--- config.mk ---
export PLATFORM = sky130hd
export DESIGN_NAME = alu_seq
export DESIGN_NICKNAME = d
export VERILOG_FILES = /design/src/rtl/alu_seq.sv
export SDC_FILE = /design/constraint.sdc
export NUM_CORES = 1
export LEC_CHECK = 0
export CORE_MARGIN = 10
export CORE_UTILIZATION = 49
export CTS_BUF_LIST = sky130_fd_sc_hd__clkbuf_8 sky130_fd_sc_hd__clkbuf_16
export DETAILED_ROUTE_END_ITERATION = 8
export HOLD_SLACK_MARGIN = 0.05
export PLACE_DENSITY = 0.81
export SYNTH_ARGS = -nofsm -noshare
export SYNTH_HDL_FRONTEND = slang
export SYNTH_SLANG_ARGS = --single-unit
--- constraint.sdc ---
create_clock -name clk -period 2.49 [get_ports clk]
set_clock_uncertainty 0.1 [all_clocks]
set_input_delay 0.3735 -clock clk [delete_from_list [all_inputs] [get_ports clk]]
set_output_delay 0.3735 -clock clk [all_outputs]
set_load 0.05 [all_outputs]
--- src/rtl/alu_seq.sv ---
// alu_seq: handshaked multi-cycle ALU.
// XOR / BEQ / ADD / AND finish in one cycle. Logical shift, arithmetic shift
// and rotate move one bit per cycle over a signed distance taken from input2.
// Result and flags are registered and held in DONE until the consumer takes them.
//
// Handshake: a request is accepted on a rising edge where in_valid && in_ready.
// A result is consumed on a rising edge where out_valid && out_ready. in_ready
// is high only in IDLE, and out_valid is high only in DONE, so the two never
// overlap.
module alu_seq #(
  parameter int WIDTH = 8,
  parameter int SAW   = $clog2(WIDTH) + 1
) (
  input  logic             clk,
  input  logic             reset_n,
  input  logic             in_valid,
  output logic             in_ready,
  input  logic [2:0]       instruction,
  input  logic [WIDTH-1:0] input1,
  input  logic [WIDTH-1:0] input2,
  output logic             out_valid,
  input  logic             out_ready,
  output logic [WIDTH-1:0] result,
  output logic             zero,
  output logic             carry,
  output logic             negative,
  output logic [1:0]       o_dbg_state
);

  typedef enum logic [1:0] {
    S_IDLE  = 2'd0,
    S_SHIFT = 2'd1,
    S_DONE  = 2'd2
  } state_t;

  localparam logic [SAW-1:0] CNT_ONE = {{(SAW-1){1'b0}}, 1'b1};

  state_t           r_state, w_next;
  logic [WIDTH-1:0] r_result, r_work;
  logic             r_zero, r_carry, r_negative, r_left;
  logic [1:0]       r_op;
  logic [SAW-1:0]   r_cnt;

  logic [SAW-1:0]   w_field, w_mag;
  logic             w_neg, w_field_zero, w_is_shift;
  logic [WIDTH:0]   w_sum, w_first, w_step;
  logic [WIDTH-1:0] w_imm, w_res;
  logic             w_imm_c, w_cy, w_commit, w_load;
  logic             w_unused;

  // One bit of shift/rotate. Returns {bit shifted out, new value}.
  // op: 00 logical, 01 arithmetic, 10 rotate.
  function automatic logic [WIDTH:0] f_step(input logic [WIDTH-1:0] v,
                                            input logic left,
                                            input logic [1:0] op);
    logic fill;
    if (left) begin
      fill = (op == 2'b10) ? v[WIDTH-1] : 1'b0;
      return {v[WIDTH-1], v[WIDTH-2:0], fill};
    end else begin
      fill = (op == 2'b10) ? v[0] : ((op == 2'b01) ? v[WIDTH-1] : 1'b0);
      return {v[0], fill, v[WIDTH-1:1]};
    end
  endfunction

  // Only the low SAW bits of input2 form the shift field.
  assign w_unused     = ^input2[WIDTH-1:SAW];
  assign w_field      = input2[SAW-1:0];
  assign w_neg        = w_field[SAW-1];
  assign w_mag        = w_neg ? ((~w_field) + CNT_ONE) : w_field;
  assign w_field_zero = (w_field == '0);
  assign w_is_shift   = (instruction == 3'b100) || (instruction == 3'b101) ||
                        (instruction == 3'b110);
  assign w_sum        = {1'b0, input1} + {1'b0, input2};

  // The accept edge already performs the first step, so a shift of |s|
  // reaches DONE after |s| edges in total.
  assign w_first      = f_step(input1, w_neg, instruction[1:0]);
  assign w_step       = f_step(r_work, r_left, r_op);

  // Single-cycle result for non-shift ops and zero-distance shifts.
  always_comb begin
    w_imm   = '0;
    w_imm_c = 1'b0;
    case (instruction)
      3'b000:  w_imm = input1 ^ input2;
      3'b001:  w_imm = (input1 == input2) ? '0 : {{(WIDTH-1){1'b0}}, 1'b1};
      3'b010:  begin w_imm = w_sum[WIDTH-1:0]; w_imm_c = w_sum[WIDTH]; end
      3'b011:  w_imm = input1 & input2;
      3'b111:  w_imm = '1;
      default: w_imm = input1;
    endcase
  end

  // Next-state logic plus the commit/load strobes for the datapath.
  always_comb begin
    w_next   = r_state;
    w_commit = 1'b0;
    w_load   = 1'b0;
    w_res    = r_result;
    w_cy     = 1'b0;
    case (r_state)
      S_IDLE: begin
        if (in_valid) begin
          if (w_is_shift && !w_field_zero) begin
            if (w_mag == CNT_ONE) begin
              w_next   = S_DONE;
              w_commit = 1'b1;
              w_res    = w_first[WIDTH-1:0];
              w_cy     = w_first[WIDTH];
            end else begin
              w_next = S_SHIFT;
              w_load = 1'b1;
            end
          end else begin
            w_next   = S_DONE;
            w_commit = 1'b1;
            w_res    = w_imm;
            w_cy     = w_imm_c;
          end
        end
      end
      S_SHIFT: begin
        if (r_cnt == CNT_ONE) begin
          w_next   = S_DONE;
          w_commit = 1'b1;
          w_res    = w_step[WIDTH-1:0];
          w_cy     = w_step[WIDTH];
        end
      end
      S_DONE: begin
        if (out_ready) w_next = S_IDLE;
      end
      default: w_next = S_IDLE;
    endcase
  end

  // State register.
  always_ff @(posedge clk or negedge reset_n) begin
    if (!reset_n) r_state <= S_IDLE;
    else          r_state <= w_next;
  end

  // Datapath: working shift register, remaining-step counter, output registers.
  always_ff @(posedge clk or negedge reset_n) begin
    if (!reset_n) begin
      r_result   <= '0;
      r_zero     <= 1'b0;
      r_carry    <= 1'b0;
      r_negative <= 1'b0;
      r_work     <= '0;
      r_cnt      <= '0;
      r_left     <= 1'b0;
      r_op       <= 2'b00;
    end else begin
      if (w_commit) begin
        r_result   <= w_res;
        r_carry    <= w_cy;
        r_zero     <= (w_res == '0);
        r_negative <= w_res[WIDTH-1];
      end
      if (w_load) begin
        r_work <= w_first[WIDTH-1:0];
        r_cnt  <= w_mag - CNT_ONE;
        r_left <= w_neg;
        r_op   <= instruction[1:0];
      end else if (r_state == S_SHIFT) begin
        r_work <= w_step[WIDTH-1:0];
        r_cnt  <= r_cnt - CNT_ONE;
      end
    end
  end

  assign in_ready    = (r_state == S_IDLE);
  assign out_valid   = (r_state == S_DONE);
  assign result      = r_result;
  assign zero        = r_zero;
  assign carry       = r_carry;
  assign negative    = r_negative;
  assign o_dbg_state = r_state;

endmodule
# ---- Word level (Yosys, flattened, before mapping)
# Index checks and enable logic that the tools add are counted.
dict set report totals {
  register_bits 28
  out_inout_bits 15
  elab_cells 86
}
dict set report op_classes {
  add_sub_neg 4
  eq_ne 19
  muxes 41
  bitwise 3
  reduce_logical 10
}
# cell count
set op_table {}
lappend op_table {{$mux 8} 6}
lappend op_table {{$pmux 8 s5} 1}
lappend op_table {{$mux 1} 20}
lappend op_table {{$mux 9} 2}
lappend op_table {{$pmux 8 s2} 1}
lappend op_table {{$eq 3x3->1 const B} 4}
lappend op_table {{$mux 4} 3}
lappend op_table {{$mux 2} 5}
lappend op_table {{$add 8x8->9} 1}
lappend op_table {{$and 8x8->8} 1}
lappend op_table {{$eq 4x1->1 const B} 2}
lappend op_table {{$eq 8x8->1} 1}
lappend op_table {{$logic_not 8->1} 1}
lappend op_table {{$sub 4x1->4 const B} 2}
lappend op_table {{$xor 8x8->8} 1}
lappend op_table {{$eq 2x1->1 const B} 3}
lappend op_table {{$eq 2x2->1 const B} 3}
lappend op_table {{$eq 3x2->1 const B} 2}
lappend op_table {{$pmux 2 s3} 1}
lappend op_table {{$add 4x1->4 const B} 1}
lappend op_table {{$logic_not 4->1} 1}
lappend op_table {{$ne 2x2->1 const B} 2}
lappend op_table {{$not 4->4} 1}
lappend op_table {{$pmux 1 s2} 2}
lappend op_table {{other kinds (9)} 10}

# ---- Logic depth before layout (Yosys ltp)
# Gate-level depths: netlist of the first run.
dict set report depth {
  depth_word 9
  ltp_mapped 11
}

# ---- Worst setup path before layout of the first run
# Ideal clock, no wire load.
dict set report synth_timing {
  kind {in2reg}
  from {input port input2[3]}
  to {register r_zero (netlist: zero)}
  setup_time_ns 0.067
  arrival_time_ns 2.778
  setup_slack_ns -0.455
  cell_stages 11
  path_cell_list {buf_4 > clkbuf_1 > mux2i_1 > ha_1 > inv_1 > a221o_1 > a21oi_2 > a21oi_2 > or4_1 > nor4_1 > a22o_1}
}
dict set report synth_between {
  elab_chain_cells 9
  elab_cells_between_ends 23
  cone_classes {add/sub (2); eq/ne (2); mux (12); bitwise (3); reduce/logical (4)}
}
# element line
set synth_lines {}
lappend synth_lines {{from (decl)} 20} ;# input logic [WIDTH-1:0] input2,
lappend synth_lines {{$not 4->4} 70} ;# assign w_mag = w_neg ? ((~w_field) + CNT_ONE) : w_field;
lappend synth_lines {{$add 4x1->4} 70}
lappend synth_lines {{$mux 4} 70}
lappend synth_lines {{$eq 4x1->1} 106} ;# if (w_mag == CNT_ONE) begin
lappend synth_lines {{$mux 8} 106}
lappend synth_lines {{$mux 8} 105} ;# if (w_is_shift && !w_field_zero) begin
lappend synth_lines {{$mux 8} 104} ;# if (in_valid) begin
lappend synth_lines {{$pmux 8 s2} 102} ;# case (r_state)
lappend synth_lines {{$logic_not 8->1} 159} ;# r_zero <= (w_res == '0);
lappend synth_lines {{to (signal assigned)} 159}
lappend synth_lines {{to (decl)} 40} ;# logic r_zero, r_carry, r_negative, r_left;
# Several ways; a longest one is shown, not always the timed one.
# A chain may end at the register's enable or synchronous reset.

# ---- Worst setup path in the final report of the first run
dict set report layout_timing {
  from {input port in_valid}
  to {register r_zero (netlist: zero)}
}
dict set report layout_between {
  elab_chain_cells 3
  elab_cells_between_ends 5
  cone_classes {mux (4); reduce/logical (1)}
}
# element line
set layout_lines {}
lappend layout_lines {{from (decl)} 16} ;# input logic in_valid,
lappend layout_lines {{$mux 8} 104}
lappend layout_lines {{$pmux 8 s2} 102}
lappend layout_lines {{$logic_not 8->1} 159}
# Several ways; a longest one is shown, not always the timed one.

==> results of run 1 <==
-- logic make-up (layout without fill, tap and decap cells) --
family	count (synthesis)	after routing	synth area share, %
buf+inv	28	149	5.14
flops	27	27	27.5
fa+ha+maj	14	14	7.44
mux	19	19	7.90
simple gates	107	107	22.3
xor+xnor	5	5	1.78
compound gates	90	90	28.0
-- registers in the layout, indices dropped and copies added (netlist names) --
signal       cells
r_cnt            4
carry            1
result           8
zero             1
r_left           1
o_dbg_state      2
r_op             2
r_work           8
-- routing by layer --
layer	track usage, %	vias up
li1	-	1354
met1	25.4	1430
met2	36.5	235
met3	2.99	69
met4	10.3	0
met5	0	-
-- what timing repair did --
item / in CTS / in global routing
pin swaps: 19 / 7
setup endpoints to repair: 14 / 6
buffers inserted: 4 / 4
resized for setup: 56 / 21
hold endpoints to repair: 0 / 0
hold buffers: 0 / 0
-- metrics by stage --
| stage | setup TNS [ns] | setup slack, ns |
|---|---|---|
| finish | -0.256 | -0.113 |
| global route | -0.620 | -0.213 |
| floorplan | -0.153 | -0.153 |
| global placement | -7.01 | -0.695 |
| detailed placement | -8.52 | -0.750 |
| CTS | 0 | 0.00507 |
-- layout make-up --
| class | count | area, µm² | area share, % |
|---|---|---|---|
| Clock buffer | 3 | 41.3 | 1.06 |
| Clock inverter | 1 | 5.00 | 0.129 |
| Inverter | 12 | 55.1 | 1.42 |
| Multi-Input combinational cell | 235 | 1910 | 49.2 |
| Sequential cell | 27 | 676 | 17.4 |
| Tap cell | 67 | 83.8 | 2.16 |
| Timing Repair Buffer | 133 | 1110 | 28.6 |
-- layout by cell type (no fill, tap or decap), types with 3 or more instances in the layout --
cell,count
a221o_1,8
dlygate4sd2_1,9
a31oi_1,7
mux2i_1,13
o22ai_1,3
a21o_1,3
o21ai_0,11
o31ai_1,3
nor3_1,9
mux2_2,3
nand2b_1,5
a211oi_1,3
nand3_1,3
buf_4,94
nor2_1,23
clkbuf_8,3
dfrtp_1,27
a21oi_1,11
o221ai_1,4
a21oi_2,3
clkdlybuf4s50_1,22
nor2b_1,7
buf_8,3
inv_1,9
nor3b_1,3
ha_4,7
xnor2_1,5
nand2_1,30
ha_1,4
-- worst max-delay path: cells and delay by family --
family | cells | cell delay (ns)
buf+inv | 3 | 0.86
compound gates | 3 | 0.48
simple gates | 4 | 0.96
-- worst min path at each step --
stage	from	endpoint	slack [ns]	cells after the start
2_1_floorplan	reset_n	carry	-0.02	0
3_3_place_gp	r_op[0]	r_op[0]	0.38	2
3_5_place_dp	r_op[1]	r_op[1]	0.40	2
4_1_cts	input2[0]	r_cnt[0]	0.32	3
5_1_grt	input2[0]	r_cnt[0]	0.35	3
6_report	input2[0]	r_cnt[0]	0.33	3
-- power breakdown --
group | switching [mW] | internal [mW] | total [mW]
Sequential | 0.211 | 0.644 | 0.855
Combinational | 1.39 | 0.990 | 2.38
Clock | 0.146 | 0.112 | 0.259
Total | 1.74 | 1.75 | 3.49
==> run metrics, run 1 <==
DP HPWL=6790 µm; Critical Path End Type=flop; antenna-violating nets left=0; worst r2r src=o_dbg_state[0]; worst reg2reg setup slack=0.02 ns; remaining global-route overflow=0; Max Fclk=384 MHz; Clock Path Buffers=2; maximum number of pins on one net before global-route repair=28; Antenna Cells=0; RSZ-0062 raised after global routing=yes; WS Path Type=primary input to flop; syn_nets=327; via count=3088; crit-path max cell delay=0.50 ns; I/O pin cnt=38; Peak VDD IR=0.000542 V; layout cells sized above 1=37.5%; core area=0.00479 mm²; Vias/cell=6.46; Worst-Skew Late Latency=0.28 ns; Worst R2R End=zero; final WL=9570 µm; Pwr Total=3.49 mW; async set-reset flop share out of synthesis=100%; cell taking the most area after synthesis=dfrtp_1; failing checks=negative setup slack; DRC Markers=0; total iterations of the first detailed-routing run=5; Critical Path RT=2.57 ns; Detail Route met2 WL=4420 µm; initial core utilization=51.3%; Max Used Layer=met4; Period minus WS final=2.60 ns; critical path arrival=2.68 ns; fin area=0.00388 mm²; setup violators final=6; CP startpoint kind=primary input; register clock-pin slew on the reported worst setup and hold paths=0.11 ns; die width=90.8 µm; Unique masters post-synth=61; gpl congestion=0.964; EDFF count, synth=0; dpl cell area=0.00352 mm²; Synth Flop Type=dfrtp_1; wire length per cell=20.0 µm; Mean Syn Cell Area=8.47 µm²; Num CTS Buffers=3; vias in the first global route=3057; Synth area leaders=dfrtp_1 (28%), ha_1 (6.6%), mux2i_1 (6.5%), nand2_1 (4.7%), nor2_1 (3.8%); critical path's slowest cell=clkdlybuf4s50_1; Ys Warns=0; Slew Viols, Final=0; leakage power=1.69 nW; Reg2Reg Depth=9; cells after synthesis=290; Critical Path Fanout Max=4; Final #Nets=449; Layout Utilization=81.1%; maxcap violations=0; full die area=0.00824 mm²; most frequent cell after synthesis=nand2_1; CTS tree=done; #FFs+latches synth=27; routed wl met3=928 µm; clk root buf=clkbuf_8; final worst-path cycle share=105%; worst setup path end=zero; synthesis-to-finish area growth=58.0%; post-synth top area share=27.5%; status=complete, but fails checks; Post-Layout Cell Count=478; gr usage total=21.3%; worst path cell trace=clkdlybuf4s50_1 > buf_4 > nor3b_1 > buf_4 > o21ai_1 > or4b_1 > a21o_1 > nand3_2 > nor4_4 > a22o_1; Commonest cells post-synth=nand2_1 (31), dfrtp_1 (27), nor2_1 (25); worst-margin pin slew=0.527 ns; Hold Crit Class=primary input to flop; power density over the cells=899 mW/mm²; WHS=0.329 ns; initial antenna violation count=0; register area share after synthesis=27.5%; worst setup margin=-0.113 ns; clock sinks=27; Die Ht=90.8 µm; Post-Syn Area=0.00246 mm²; Hold Vio Cnt, Final=0; Rows=25; DRT iter0 DRCs=453; Setup crit start=in_valid; global-route wire length before repair=14900 µm; cell mode on critical path=buf_4; met1 WL=3750 µm; Placed Instances=466; H-Tree Depth=1; Fill cells=293; IO Port Bufs=37; Slew HR=64.8%
No activity file was read; power rests on OpenSTA's default activity.
==> inputs of run 2 (changes only) <==
--- a/config.mk
+++ b/config.mk
@@ -11,6 +11,7 @@
 export DETAILED_ROUTE_END_ITERATION = 8
 export HOLD_SLACK_MARGIN = 0.05
 export PLACE_DENSITY = 0.81
+export SLEW_MARGIN = 5
 export SYNTH_ARGS = -nofsm -noshare
 export SYNTH_HDL_FRONTEND = slang
 export SYNTH_SLANG_ARGS = --single-unit
==> results of run 2 <==
The final DEF is identical to that of run 1; final timing and power are the same.
